[config.mk]
export PLATFORM = sky130hd
export DESIGN_NAME = busio_arbiter
export DESIGN_NICKNAME = d
export VERILOG_FILES = /design/src/rtl/busio_pkg.sv /design/src/rtl/busio_arbiter.sv
export SDC_FILE = /design/constraint.sdc
export NUM_CORES = 1
export LEC_CHECK = 0
export CAP_MARGIN = 20
export CORE_MARGIN = 5
export CORE_UTILIZATION = 41
export DETAILED_ROUTE_END_ITERATION = 10
export PLACE_DENSITY = 0.92
export SETUP_SLACK_MARGIN = 0.05
export SYNTH_ARGS = -nofsm -noshare
export SYNTH_HDL_FRONTEND = slang
export SYNTH_SLANG_ARGS = --single-unit
[constraint.sdc]
create_clock -name clk -period 2.3 [get_ports clk]
set_input_delay 0.575 -clock clk [delete_from_list [all_inputs] [get_ports clk]]
set_output_delay 0.575 -clock clk [all_outputs]
set_load 0.005 [all_outputs]
[src/rtl/busio_pkg.sv]
// Shared constants for the fetch/memory bus arbiter: FSM encoding, default widths
// and the all-ones byte-enable pattern driven on reads.
package busio_pkg;

  localparam int DEFAULT_ADDR_WIDTH = 32;
  localparam int DEFAULT_DATA_WIDTH = 32;

  localparam logic [1:0] ST_IDLE  = 2'd0;
  localparam logic [1:0] ST_FETCH = 2'd1;
  localparam logic [1:0] ST_MEM   = 2'd2;

  // Wide enough for data buses up to 512 bits; users slice the low strobe bits.
  localparam logic [63:0] READ_STROBE_ALL = '1;

endpackage

[src/rtl/busio_arbiter.sv]
// Serialises fetch and memory-stage accesses onto one valid/ready bus, memory first.
// Issue 1 cycle after IDLE sees a request; ready strobe 1 cycle after ext_ready; ext_* held while stalled.
module busio_arbiter
  import busio_pkg::*;
#(
  parameter int ADDR_WIDTH = DEFAULT_ADDR_WIDTH,
  parameter int DATA_WIDTH = DEFAULT_DATA_WIDTH
) (
  input  logic                    clk,
  input  logic                    reset,
  input  logic                    fetch_request,
  input  logic [ADDR_WIDTH-1:0]   fetch_address,
  output logic                    fetch_ready,
  output logic [DATA_WIDTH-1:0]   fetch_data,
  input  logic                    mem_request,
  input  logic                    mem_write,
  input  logic [ADDR_WIDTH-1:0]   mem_address,
  input  logic [DATA_WIDTH/8-1:0] mem_strobe,
  input  logic [DATA_WIDTH-1:0]   mem_write_data,
  output logic                    mem_ready,
  output logic [DATA_WIDTH-1:0]   mem_read_data,
  output logic                    ext_valid,
  input  logic                    ext_ready,
  output logic                    ext_write,
  output logic [ADDR_WIDTH-1:0]   ext_address,
  output logic [DATA_WIDTH/8-1:0] ext_strobe,
  output logic [DATA_WIDTH-1:0]   ext_write_data,
  input  logic [DATA_WIDTH-1:0]   ext_read_data
);

  localparam int STRB_WIDTH = DATA_WIDTH / 8;

  logic [1:0] state;
  logic       mem_take;
  logic       fetch_take;
  logic       fetch_live;

  // A client whose completion strobe is high this cycle still shows the request
  // it just finished; its new request only appears next cycle.
  always_comb begin
    mem_take   = mem_request && !mem_ready;
    fetch_take = fetch_request && !fetch_ready;
    fetch_live = fetch_request && (fetch_address == ext_address);
  end

  always_ff @(posedge clk or negedge reset) begin
    if (!reset) begin
      state          <= ST_IDLE;
      ext_valid      <= 1'b0;
      ext_write      <= 1'b0;
      ext_address    <= '0;
      ext_strobe     <= '0;
      ext_write_data <= '0;
      fetch_ready    <= 1'b0;
      fetch_data     <= '0;
      mem_ready      <= 1'b0;
      mem_read_data  <= '0;
    end else begin
      fetch_ready <= 1'b0;
      mem_ready   <= 1'b0;
      case (state)
        ST_IDLE: begin
          if (mem_take) begin
            state          <= ST_MEM;
            ext_valid      <= 1'b1;
            ext_write      <= mem_write;
            ext_address    <= mem_address;
            ext_strobe     <= mem_write ? mem_strobe : READ_STROBE_ALL[STRB_WIDTH-1:0];
            ext_write_data <= mem_write_data;
          end else if (fetch_take) begin
            state          <= ST_FETCH;
            ext_valid      <= 1'b1;
            ext_write      <= 1'b0;
            ext_address    <= fetch_address;
            ext_strobe     <= READ_STROBE_ALL[STRB_WIDTH-1:0];
            ext_write_data <= '0;
          end
        end
        ST_FETCH: begin
          if (ext_ready) begin
            state     <= ST_IDLE;
            ext_valid <= 1'b0;
            // A redirected or withdrawn fetch is dropped and reissued from IDLE.
            if (fetch_live) begin
              fetch_data  <= ext_read_data;
              fetch_ready <= 1'b1;
            end
          end
        end
        ST_MEM: begin
          if (ext_ready) begin
            state     <= ST_IDLE;
            ext_valid <= 1'b0;
            if (mem_request) begin
              mem_read_data <= ext_read_data;
              mem_ready     <= 1'b1;
            end
          end
        end
        default: begin
          state     <= ST_IDLE;
          ext_valid <= 1'b0;
        end
      endcase
    end
  end

endmodule

==> results.txt <==
The wire length of the first global-routing pass came out at 28200 um. The net load switching power came out at around 3.2 mW. The net count of the finished layout is 906.

The initial antenna violation count came out at 0. The top cell type by total area after synthesis is sky130_fd_sc_hd__dfrtp_1. The sort of element at the end of the critical path is a register.

The max-slew violation total from the final report is 0. The number of vias per cell after detailed routing is 5.02. The power density over the cells came out at ~1100 nW/um2.

The full die area came out at 16400 um2. The worst hold slack across all endpoints is 95.9 ps. Counting flops and latches in the post-synthesis netlist gives 138.

The number of failing hold endpoints at the final stage came to 0. Input and output buffers added on the ports amount to 273. The clock skew came out at 6.44 ps.

The floorplan step set the die width to 128 um. The HPWL reported at the end of detailed placement came out at 13000 um. The post-route clock period utilization came out at 99.0%. The setup slack after placement came out at -807 ps. The cell count after synthesis came out at 472.

The maximum fanout along the worst path is 8. The average routed wire per standard cell came out at ~19 um. The starting density of the core is 41.6%. The most frequent standard cell in the layout excluding fill and tap cells is sky130_fd_sc_hd__clkdlybuf4s50_1.

The number of library cell types mapped by synthesis came out at 25. In this run, the clock network consumes 27.2% of the power. The cell area after synthesis came out at approximately 5700 um2. The internal power came out at about 7.9 mW. In this run the static leakage power is 4.29 nW.

The kind of start point of the critical path is an input pin. Measured along the y axis, the die boundary spans 128 um. The highest cell delay on the worst timing path came out at 300 ps. The most used flip-flop cell after synthesis is sky130_fd_sc_hd__dfrtp_1. The tree is rooted in a sky130_fd_sc_hd__clkbuf_16. Averaged over all synthesized cells, the footprint is 12.1 um2.

Summing all placed instances gives a cell area of 8800 um2. The antenna diode count is 0. The sink count of the clock tree came out at 138.

For this run the aggregate overflow at the end of global routing stands at 0. The post-route minimum period is around 2300 ps. The worst relative slew slack came out at 70.6%. Based on the critical path, the design can be clocked at up to 439 MHz. The number of buffers and inverters on the critical path is 5. For this run, the number of Yosys warnings is 0. The worst setup slack after layout is ~24 ps. Setup violations remaining at the end of the flow were counted as 0. The routed layout has 4802 vias. The signed area change from the synthesized netlist to the final layout is 69.2%. In this run the worst hold path is classified as in -> async. Entering global routing, the biggest net connects 68 pins. STA puts the critical path data arrival time at 2560 ps. Yosys attributes the largest share of cell area to sky130_fd_sc_hd__dfrtp_1 60%, sky130_fd_sc_hd__mux2_2 12%, sky130_fd_sc_hd__a22o_1 4.9%. The floorplan core area is 13800 um2. The maximum buffer depth of the clock tree is 2. The clock network latency to the later pin of the worst-skew pair came out at between 400 and 500 ps. The total wire length came out at 18200 um. The fraction of registers with async set/reset is 100%.

TritonCTS built the clock tree. The share of power burned in combinational logic is 37.8%. Cells with a size suffix above 1 make up 17.1% of the layout. The net count of the mapped netlist came out at between 600 and 700. The TritonCTS buffer count came out at 17.

The synthesized design devotes to its leading area cell type around 60% of total area. The cell family contributing the most delay on the critical path is buffers and inverters. In the routed design, unresolved DRC markers number 0. The first-pass detailed-route iteration total came out at 4. The DRC violation total after the first TritonRoute iteration is 222. The slowest stage of the critical path belongs to the cell sky130_fd_sc_hd__mux2_4. The required time of the worst setup path is 2580 ps. The number of synthesized flops with an enable pin is 0. The worst voltage drop across the vdd grid came out at 0.724 mV. The total of max-cap violations is 0.

The measured slew at the worst slew-check pin is between 400 and 500 ps. The power share of the sequential group is 35.0%. Global routing consumed, over all layers together, 22.2% of the routing resources. The number of placement rows came out at 43. The critical path is of the in -> reg type. The number of global-route vias before repair came out at 5229. The clock transition at the registers of the reported paths is approximately 60 ps. The count of H-tree levels built during CTS is 4. Walking the worst path, the cells encountered are dlygate4sd2_1, xor2_1, nor4_2, buf_4, nand3_4, nor4_4, buf_6, buf_12, buf_16, mux2_4. The sequential fraction of the synthesis area is 60.3%.

Leaving out fill and tap cells, the most frequent cells in the layout are 241 x sky130_fd_sc_hd__clkdlybuf4s50_1, 138 x sky130_fd_sc_hd__dfrtp_1, 73 x sky130_fd_sc_hd__nand2_1. The switching fraction of total power is approximately 29%. The weighted congestion reported at the end of routability-driven placement came out at 0.801. Setup repair after global routing could not meet its margin everywhere.

For flop-to-flop paths, the worst setup slack is approximately 50 ps. After clock tree synthesis, the flow added hold-fix buffers numbering 0. The number of top-level design ports came out at 274. The run finished with clean final reports. The total non-filler cell area in the finished layout is 9690 um2.

The number of routed nets with antenna violations came out at 0.
-- worst register-to-register path, delay by kind of cell (launching register included) --
family	cells	cell delay (ps)
simple gates	3	630
buf+inv	4	620
flops	1	410
mux	1	300
xor+xnor	1	170
-- layer usage --
| layer | up-vias | GRT usage, % | wire [um] |
|---|---|---|---|
| met2 | 196 | 39.1 | 9660 |
| met3 | 21 | 7.58 | 1320 |
| met4 | 0 | 5.87 | 295 |
| met5 | - | 0 | 0 |
| met1 | 2352 | 25.7 | 6920 |
| li1 | 2233 | - | - |
-- timing repair --
| action | CTS | global route |
|---|---|---|
| gates resized for setup | 41 | 21 |
| pin swaps | 13 | 4 |
| buffers inserted | 3 | 2 |
| gates cloned | 3 | 0 |
| setup endpoints to repair | 32 | 32 |
-- flip-flops by register name, summed over array words and instances, names as in the netlist --
name,count
ext_strobe,4
ext_address,32
fetch_ready,1
ext_write,1
fetch_data,32
ext_valid,1
ext_write_data,32
mem_ready,1
state,2
mem_read_data,32
-- synth_stat cells, types with 3 or more instances --
library cell	count
sky130_fd_sc_hd__a21oi_1	3
sky130_fd_sc_hd__mux2_2	61
sky130_fd_sc_hd__a22o_1	32
sky130_fd_sc_hd__nor4_1	7
sky130_fd_sc_hd__dfrtp_1	138
sky130_fd_sc_hd__nor2_1	37
sky130_fd_sc_hd__a31oi_1	32
sky130_fd_sc_hd__nand2_1	73
sky130_fd_sc_hd__buf_6	3
sky130_fd_sc_hd__o22a_1	5
sky130_fd_sc_hd__xor2_1	31
sky130_fd_sc_hd__clkbuf_1	25
sky130_fd_sc_hd__mux2_1	3
sky130_fd_sc_hd__ha_1	3
sky130_fd_sc_hd__inv_1	3
sky130_fd_sc_hd__nand3_1	3
-- cells by family after synthesis --
family	share of synthesized area, %
DFF	60.3
adders and majority gates	0.655
and+or+nand+nor	9.57
muxes	12.6
AOI/OAI and AO/OA	9.52
xor gates and xnor gates	4.89
buffers and inverters	2.49
-- worst paths after layout --
kind,start,endpoint,cells past startpoint
worst min register to register,fetch_data[5]$_DFFE_PN0P_,fetch_data[5]$_DFFE_PN0P_,1
worst max register to register,ext_address[5]$_DFFE_PN0P_,fetch_data[30]$_DFFE_PN0P_,9
max in group asynchronous,reset,mem_read_data[10]$_DFFE_PN0P_,2
worst min-delay path,reset,mem_read_data[7]$_DFFE_PN0P_,1
worst max-delay path,fetch_address[5],fetch_data[30]$_DFFE_PN0P_,10
min in group clk,fetch_data[5]$_DFFE_PN0P_,fetch_data[5]$_DFFE_PN0P_,1
-- area by class of cell --
class	count	area, um2
clock inverter	10	188
sequential	138	3450
clock buffer	21	480
fill	963	4080
multi-input combinational	302	2260
timing repair buffer	303	3080
tap	180	225
inverter	3	11.3
-- power groups by stage --
stage	clock network (mW)	registers (mW)	logic, mW
2_1_floorplan	0	3.92	1.51
3_3_place_gp	0	3.85	4.08
3_5_place_dp	0	3.91	4.19
4_1_cts	3.10	3.89	4.26
5_1_grt	3.24	4.01	4.56
6_report	3.03	3.89	4.21
-- per-stage QoR --
stage          utilization (%)  std cells  power, mW  TNS (ps)
2_1_floorplan                -        472       5.43         0
3_3_place_gp              63.9        918       7.93    -23520
3_5_place_dp              63.9        918       8.09    -25480
4_1_cts                   69.8        955       11.2         0
5_1_grt                   70.4        957       11.8      -560
6_report                  70.4        957       11.1         0
Power figures use the tool's default switching activity.
